--- config.mk ---
export PLATFORM = sky130hd
export DESIGN_NAME = fa_bist_ctrl
export DESIGN_NICKNAME = d
export VERILOG_FILES = /design/src/rtl/fa_bist_ctrl.sv
export SDC_FILE = /design/constraint.sdc
export NUM_CORES = 1
export LEC_CHECK = 0
export ABC_AREA = 1
export CAP_MARGIN = 10
export CORE_MARGIN = 2
export CORE_UTILIZATION = 58
export CTS_BUF_LIST = sky130_fd_sc_hd__clkbuf_8
export CTS_CLUSTER_DIAMETER = 100
export DETAILED_ROUTE_END_ITERATION = 10
export DONT_BUFFER_PORTS = 1
export PLACE_DENSITY = 0.76
export SLEW_MARGIN = 0
export SYNTH_ARGS = -nofsm -noshare
export SYNTH_HDL_FRONTEND = slang
export SYNTH_SLANG_ARGS = --single-unit
--- constraint.sdc ---
create_clock -name clk -period 2.5 [get_ports clk]
set_input_delay 0.75 -clock clk [delete_from_list [all_inputs] [get_ports clk]]
set_output_delay 0.75 -clock clk [all_outputs]
set_load 0.005 [all_outputs]
--- src/rtl/fa_bist_ctrl.sv ---
// ---------------------------------------------------------------------------
// fa_bist_ctrl
//
// Built-in self-test driver for 1-bit full adders. It sweeps the eight input
// vectors {ci,a,b} = 000..111 into up to three adder instances that share the
// same stimulus. Each vector is held for SETTLE cycles. In the following
// CHECK cycle every DUT's {s,co} is compared against the golden full-adder
// result, and the outcome is accumulated into an error count, a per-DUT fail
// mask and the first failing vector.
//
// Parameters
//   N_DUT   number of DUTs checked in parallel (1..3)
//   SETTLE  cycles a vector is held before it is sampled (>=1)
//
// Ports
//   clk             system clock, rising edge
//   rst_n           synchronous active-low reset
//   start           begin a sweep; only looked at while idle
//   dut_ci/a/b      shared stimulus to all DUTs
//   dut_s, dut_co   sum / carry-out from each DUT, bit i = DUT i
//   busy            high from the cycle after start until done
//   done            one-cycle pulse at the end of a sweep
//   pass            err_cnt==0, valid from done until the next start
//   err_cnt         number of failing (DUT,vector) pairs, 0..24
//   err_mask        bit i set if DUT i failed any vector
//   first_fail_vec  first failing {ci,a,b}, meaningful when err_cnt>0
// ---------------------------------------------------------------------------
module fa_bist_ctrl #(
    parameter int N_DUT  = 3,
    parameter int SETTLE = 2
) (
    input  logic             clk,
    input  logic             rst_n,
    input  logic             start,
    output logic             dut_ci,
    output logic             dut_a,
    output logic             dut_b,
    input  logic [N_DUT-1:0] dut_s,
    input  logic [N_DUT-1:0] dut_co,
    output logic             busy,
    output logic             done,
    output logic             pass,
    output logic [4:0]       err_cnt,
    output logic [N_DUT-1:0] err_mask,
    output logic [2:0]       first_fail_vec
);

    localparam int               CNT_W    = (SETTLE < 2) ? 1 : $clog2(SETTLE + 1);
    localparam logic [CNT_W-1:0] CNT_LOAD = CNT_W'(SETTLE);
    localparam logic [CNT_W-1:0] CNT_ONE  = CNT_W'(1);
    localparam logic [2:0]       LAST_VEC = 3'd7;

    typedef enum logic [1:0] {
        ST_IDLE  = 2'd0,
        ST_WAIT  = 2'd1,
        ST_CHECK = 2'd2,
        ST_DONE  = 2'd3
    } state_t;

    state_t           state;
    state_t           state_d;
    logic [2:0]       vec;
    logic [2:0]       vec_d;
    logic [CNT_W-1:0] cnt;
    logic [CNT_W-1:0] cnt_d;
    logic             busy_d;
    logic             done_d;
    logic             pass_d;
    logic [4:0]       err_cnt_d;
    logic [N_DUT-1:0] err_mask_d;
    logic [2:0]       first_fail_vec_d;

    logic             gs;
    logic             gco;
    logic [N_DUT-1:0] fail;

    // Golden full adder, vector packed as {ci,a,b}.
    function automatic logic golden_s(input logic [2:0] v);
        return v[2] ^ v[1] ^ v[0];
    endfunction

    function automatic logic golden_co(input logic [2:0] v);
        return (v[1] & v[0]) | (v[2] & (v[1] ^ v[0]));
    endfunction

    // Number of set bits in a per-DUT fail vector (at most 3).
    function automatic logic [4:0] popcount(input logic [N_DUT-1:0] m);
        logic [4:0] n;
        n = 5'd0;
        for (int i = 0; i < N_DUT; i++) begin
            n = n + 5'(m[i]);
        end
        return n;
    endfunction

    // The vector register is the stimulus itself, so the DUT inputs are
    // glitch-free flop outputs and stay at the last vector while idle.
    assign {dut_ci, dut_a, dut_b} = vec;

    assign gs   = golden_s(vec);
    assign gco  = golden_co(vec);
    // A DUT counts once per vector even when both of its outputs are wrong.
    assign fail = (dut_s ^ {N_DUT{gs}}) | (dut_co ^ {N_DUT{gco}});

    always_comb begin
        state_d          = state;
        vec_d            = vec;
        cnt_d            = cnt;
        busy_d           = busy;
        done_d           = 1'b0;
        pass_d           = pass;
        err_cnt_d        = err_cnt;
        err_mask_d       = err_mask;
        first_fail_vec_d = first_fail_vec;

        case (state)
            ST_IDLE: begin
                if (start) begin
                    vec_d            = 3'd0;
                    cnt_d            = CNT_LOAD;
                    busy_d           = 1'b1;
                    pass_d           = 1'b0;
                    err_cnt_d        = 5'd0;
                    err_mask_d       = '0;
                    first_fail_vec_d = 3'd0;
                    state_d          = ST_WAIT;
                end
            end

            // cnt starts at SETTLE and leaves on 1, giving exactly SETTLE
            // WAIT cycles per vector.
            ST_WAIT: begin
                cnt_d = cnt - CNT_ONE;
                if (cnt == CNT_ONE) begin
                    state_d = ST_CHECK;
                end
            end

            ST_CHECK: begin
                err_cnt_d  = err_cnt + popcount(fail);
                err_mask_d = err_mask | fail;
                // err_cnt is still zero only until the first failing vector.
                if ((fail != '0) && (err_cnt == 5'd0)) begin
                    first_fail_vec_d = vec;
                end
                if (vec != LAST_VEC) begin
                    vec_d   = vec + 3'd1;
                    cnt_d   = CNT_LOAD;
                    state_d = ST_WAIT;
                end else begin
                    state_d = ST_DONE;
                end
            end

            // err_cnt already holds the final CHECK update here.
            ST_DONE: begin
                done_d  = 1'b1;
                busy_d  = 1'b0;
                pass_d  = (err_cnt == 5'd0);
                state_d = ST_IDLE;
            end

            default: begin
                state_d = ST_IDLE;
            end
        endcase
    end

    always_ff @(posedge clk) begin
        if (!rst_n) begin
            state          <= ST_IDLE;
            vec            <= 3'd0;
            cnt            <= '0;
            busy           <= 1'b0;
            done           <= 1'b0;
            pass           <= 1'b0;
            err_cnt        <= 5'd0;
            err_mask       <= '0;
            first_fail_vec <= 3'd0;
        end else begin
            state          <= state_d;
            vec            <= vec_d;
            cnt            <= cnt_d;
            busy           <= busy_d;
            done           <= done_d;
            pass           <= pass_d;
            err_cnt        <= err_cnt_d;
            err_mask       <= err_mask_d;
            first_fail_vec <= first_fail_vec_d;
        end
    end

endmodule

# Yosys cells after proc, flatten, opt, wreduce, memory -nomap -nowiden
# Index checks and enable logic that the tools add are counted.
dict set report op_classes {
  n_mux 20
  addsub 5
  n_reduce_logical 13
  bitwise 10
  eq_ne 9
}
# op count
set op_table {}
lappend op_table {{$pmux 3 s2} 3}
lappend op_table {{$mux 2} 5}
lappend op_table {{$pmux 5 s2} 1}
lappend op_table {{$mux 3} 3}
lappend op_table {{$reduce_and 3->1} 3}
lappend op_table {{$ne 2x2->1 const B} 4}
lappend op_table {{$pmux 2 s4} 1}
lappend op_table {{$or 3x3->3} 2}
lappend op_table {{$pmux 2 s3} 1}
lappend op_table {{$reduce_and 2->1} 3}
lappend op_table {{$reduce_bool 3->1} 2}
lappend op_table {{$xor 3x3->3} 2}
lappend op_table {{$add 5x3->5} 1}
lappend op_table {{$logic_not 5->1} 1}
lappend op_table {{$mux 5} 1}
lappend op_table {{$eq 2x1->1 const B} 2}
lappend op_table {{$eq 2x2->1 const B} 2}
lappend op_table {{$pmux 1 s2} 2}
lappend op_table {{$reduce_bool 2->1} 2}
lappend op_table {{$add 2x1->3} 1}
lappend op_table {{$add 3x1->3 const B} 1}
lappend op_table {{$mux 1} 3}
lappend op_table {{$ne 3x3->1 const B} 1}
lappend op_table {{$xor 1x1->1} 3}
lappend op_table {{other kinds (6)} 7}
dict set report totals {
  inputBits 9
  reg_bits 21
  output_inout_bits 17
  wordCells 66
}

# Depth between registers and ports, before layout
dict set report depth {
  word_depth 9
  depth_mapped 13
  mapped_depth_nobuf 13
}

# Worst setup path before layout
# OpenSTA, ideal clock, no wires.
dict set report synth_path {
  path_kind {reg-to-reg}
  start {register vec[0]}
  end {register err_cnt[4]}
  slack_ns -0.232
  path_stages_with_launch 14
  required_time_ns 2.378
  n_path_buf 0
  setup_time_ns 0.122
  arrival_ns 2.611
  period_less_slack_ns 2.732
  cell_sequence {dfxtp_1 fa_1 inv_2 nand2_1 nand2_1 nor2_4 fa_1 inv_1 ha_1 fa_1 nand3_1 a21oi_1 o21ai_0 a21oi_1}
}
dict set report synth_between {
  elab_chain_cells 9
  elab_cells_between_ends 12
}
# item line_no
set synth_lines {}
lappend synth_lines {{from (decl)} 62} ;# logic [2:0] vec;
lappend synth_lines {{from (signal assigned)} 182} ;# vec <= vec_d;
lappend synth_lines {{$xor 1x1->1} 83} ;# return (v[1] & v[0]) | (v[2] & (v[1] ^ v[0]));
lappend synth_lines {{$and 1x1->1} 83}
lappend synth_lines {{$or 1x1->1} 83}
lappend synth_lines {{$xor 3x3->3} 103} ;# assign fail = (dut_s ^ {N_DUT{gs}}) | (dut_co ^ {N_DUT{gco}});
lappend synth_lines {{$or 3x3->3 (*)} 103}
lappend synth_lines {{$add 1x1->2} 91} ;# n = n + 5'(m[i]);
lappend synth_lines {{$add 2x1->3 (*)} 91}
lappend synth_lines {{$add 5x3->5 (*)} 140} ;# err_cnt_d = err_cnt + popcount(fail);
lappend synth_lines {{$pmux 5 s2 (*)} 116} ;# case (state)
lappend synth_lines {{to (signal assigned)} 187} ;# err_cnt <= err_cnt_d;
lappend synth_lines {{to (decl)} 43} ;# output logic [4:0] err_cnt,
# Mark *: on every way between the ends. The rest lies on a longest branch, timed or not.
# A chain may end at the register's enable or synchronous reset.

# Worst setup path after layout
dict set report layout_path {
  start {register vec[2]}
  end {register err_cnt[4]}
}
dict set report layout_between {
  elab_chain_cells 8
  elab_cells_between_ends 11
}
# item line_no
set layout_lines {}
lappend layout_lines {{$xor 1x1->1 or $and 1x1->1 (tied branches)} {79, 83}}
lappend layout_lines {{$xor 1x1->1 or $or 1x1->1 (tied branches)} {79, 83}}
lappend layout_lines {{$xor 3x3->3} 103}
lappend layout_lines {{$or 3x3->3 (*)} 103}
lappend layout_lines {{$add 1x1->2} 91}
lappend layout_lines {{$add 2x1->3 (*)} 91}
lappend layout_lines {{$add 5x3->5 (*)} 140}
lappend layout_lines {{$pmux 5 s2 (*)} 116}
# Marked as above.

==> results.cfg <==
[status]
status = complete, but fails checks
violations = negative setup slack

[placed_design]
hpwl_um = 1740
place_inst = 193
io_buffers = 0
pre_cts_ws_ps = -169
gp_congestion = 0.780

[critical_path]
startpoint_type = flop
required_ps = 2640
worstPathCellList = fa_2, nand2_2, nand2_2, nor2_4, fa_1, inv_2, ha_4, fa_2, nand3_2, a21oi_2, o21ai_1, a21oi_1
cp_data_arrival_time_ps = 2770
endpoint_kind = flop
critPathSlowestCell = fa_2
worst-setup-path-type = reg2reg
crit_fanout = 4
max_stage_delay_ps = 630

[global_routing]
antenna_found_initial = 0
grt_pass1_vias = 949
overflow = 0
grt.total_usage_pct = 21.1
grt_start_max_net_pins = 13
grt_first_pass_wirelength_um = 3920

[timing]
max_slew.worst_pin.slew_ps = 372
setup_viol = 3
setup_slack_ps = -133
whs_ps = 470
hold_viol = 0
clock.fmax_mhz = 380
fin_crit_ps = 2630
relSlewSlack_pct = 75.2
tns_ps = -373
timing.final.crit_share_pct = 105
rsz0062_at_grt = yes
fin_skew_ps = 3.95
drv_slew = 0

[pwr]
power_density_nw_per_um2 = 514
peakVddDrop_mv = 0.391
p_leak_nw = 0.594

[clock_network]
clockBufferDepth = 2
clock-sinks = 21
clockRootBuffer = clkbuf_8
numCtsBuffers = 3
tritoncts = built
hold_buffers = 0
path_clk_slew_ps = 80
clk_latency_ps = 260
htree_levels = 1

[floorplanning]
start_util_pct = 60.2
die_x_um = 48.6
fp.dieH_um = 48.6
design.core.area_um2 = 1920
rows = 16
boundaryPins = 26
die-area_um2 = 2370

[yosys]
ys_warn_count = 0
synth_edf_count = 0
syn_nets = 179
netlist_area_um2 = 1160
synth-seq-cells = 21
avgSynthCellArea_um2 = 7.14
yosysSeqAreaShare_pct = 36.4
syn_inst = 162
ys_types = 24
synthFlopType = dfxtp_1
synthArstFlopShare_pct = 0

[routing]
drc = 0
drt_first_iter_violations = 7
routed_wl_um = 2360
viasPerCell = 5.03
dr.pass1.iters = 4
ant_nets = 0
wl_per_cell_um = 11.9
num_vias = 1001

[layout]
layout.nets = 190
syn_to_final_growth_pct = 17.1
drive_gt1_share_pct = 25.0
layoutNonFillerInstCount = 199
num_antenna_cells = 0
n_fill_cell = 177

[hold_path]
hp-class = reg2reg

[job]
max-cap-violations = 0
flip-flops by register name, indices dropped and copies added, names as in the netlist:
| name | flops |
|---|---|
| err_cnt | 5 |
| err_mask | 3 |
| first_fail_vec | 3 |
| vec | 3 |
| cnt | 2 |
| state | 2 |
| busy | 1 |
| done | 1 |
| pass | 1 |
worst max-delay path, delay by kind of cell (launching register included):
kind / cells / cell delay [ps]
adder cells (fa/ha/maj): 4 / 1640
flip-flops: 1 / 350
AND/OR/NAND/NOR: 4 / 270
AO/OA/AOI/OAI: 3 / 190
buffers and inverters: 1 / 40
where the power goes:
group	internal, mW	total [mW]	switching [mW]
clock	0.111	0.224	0.113
combinational	0.0453	0.116	0.0704
sequential	0.347	0.357	0.00987
through the flow:
step / total power, mW / cell area, um^2 / util (%)
after global routing: 0.727 / 1350 / 70.4
after floorplan: 0.442 / 1170 / -
after global placement: 0.459 / 1240 / 64.6
final: 0.696 / 1350 / 70.4
after CTS: 0.690 / 1320 / 68.6
after detailed placement: 0.463 / 1240 / 64.6
path summary, 6_finish.rpt:
path / from / endpoint / slack [ps] / cells past startpoint
hold / removal: cnt[1]$_SDFFE_PN0P_ / cnt[1]$_SDFFE_PN0P_ / 470 / 2
hold reg to reg: cnt[1]$_SDFFE_PN0P_ / cnt[1]$_SDFFE_PN0P_ / 470 / 2
setup / recovery: vec[2]$_SDFFE_PN0P_ / err_cnt[4]$_SDFFE_PN0P_ / -130 / 12
setup reg to reg: vec[2]$_SDFFE_PN0P_ / err_cnt[4]$_SDFFE_PN0P_ / -130 / 12
layer usage:
layer | global-route usage [%] | wire (um)
met1 | 24.7 | 1030
met2 | 37.4 | 1200
met3 | 4.63 | 108
met4 | 8.10 | 32
met5 | 0 | 0
cells by family (layout without fill, tap and decap cells):
family / count (synthesis) / after routing / synth area share, %
DFF: 21 / 21 / 36.4
adders and majority gates: 8 / 8 / 10.6
buffers and inverters: 31 / 41 / 10.1
and+or+nand+nor: 77 / 77 / 31.5
AOI/OAI and AO/OA: 25 / 25 / 11.5
Yosys cell counts (2+ instances only):
master / number / area share, %
a21oi_1: 16 / 6.9
a22oi_1: 2 / 1.3
a31oi_1: 2 / 1.1
dfxtp_1: 21 / 36
fa_1: 3 / 5.2
ha_1: 5 / 5.4
inv_1: 26 / 8.4
inv_2: 4 / 1.3
nand2_1: 36 / 12
nand2_2: 2 / 1.1
nand3_1: 4 / 1.7
nand3_2: 2 / 1.7
nor2_1: 22 / 7.1
nor2_4: 4 / 3.9
o21ai_0: 3 / 1.3
o21ai_1: 2 / 0.87
layout by cell type (no fill, tap or decap), drive strengths merged:
| master | count |
|---|---|
| nor4 | 1 |
| nand4 | 1 |
| nand3b | 1 |
| a21oi | 16 |
| clkinv | 1 |
| ha | 5 |
| nor2 | 27 |
| nand2 | 39 |
| dfxtp | 21 |
| nand3 | 6 |
| a31oi | 2 |
| fa | 3 |
| or2 | 1 |
| buf | 7 |
| clkbuf | 3 |
| o21ai | 5 |
| inv | 30 |
| nor3 | 1 |
| a22oi | 2 |
area by class of cell:
cell class                      instances  area [um^2]  share of cell area [%]
Timing Repair Buffer                    7         52.6                    3.88
Sequential cell                        21          427                    31.5
Clock inverter                          1         5.00                   0.370
Inverter                               30          113                    8.32
Multi-Input combinational cell        110          682                    50.4
Clock buffer                            3         41.3                    3.05
Tap cell                               27         33.8                    2.50
repair_timing:
| item | CTS | global route |
|---|---|---|
| endpoints found under the setup margin | 3 | 4 |
| resized for setup | 7 | 7 |
| buffers inserted | 1 | 2 |
| pin swaps | 8 | 11 |
No activity file was read; power rests on OpenSTA's default activity.
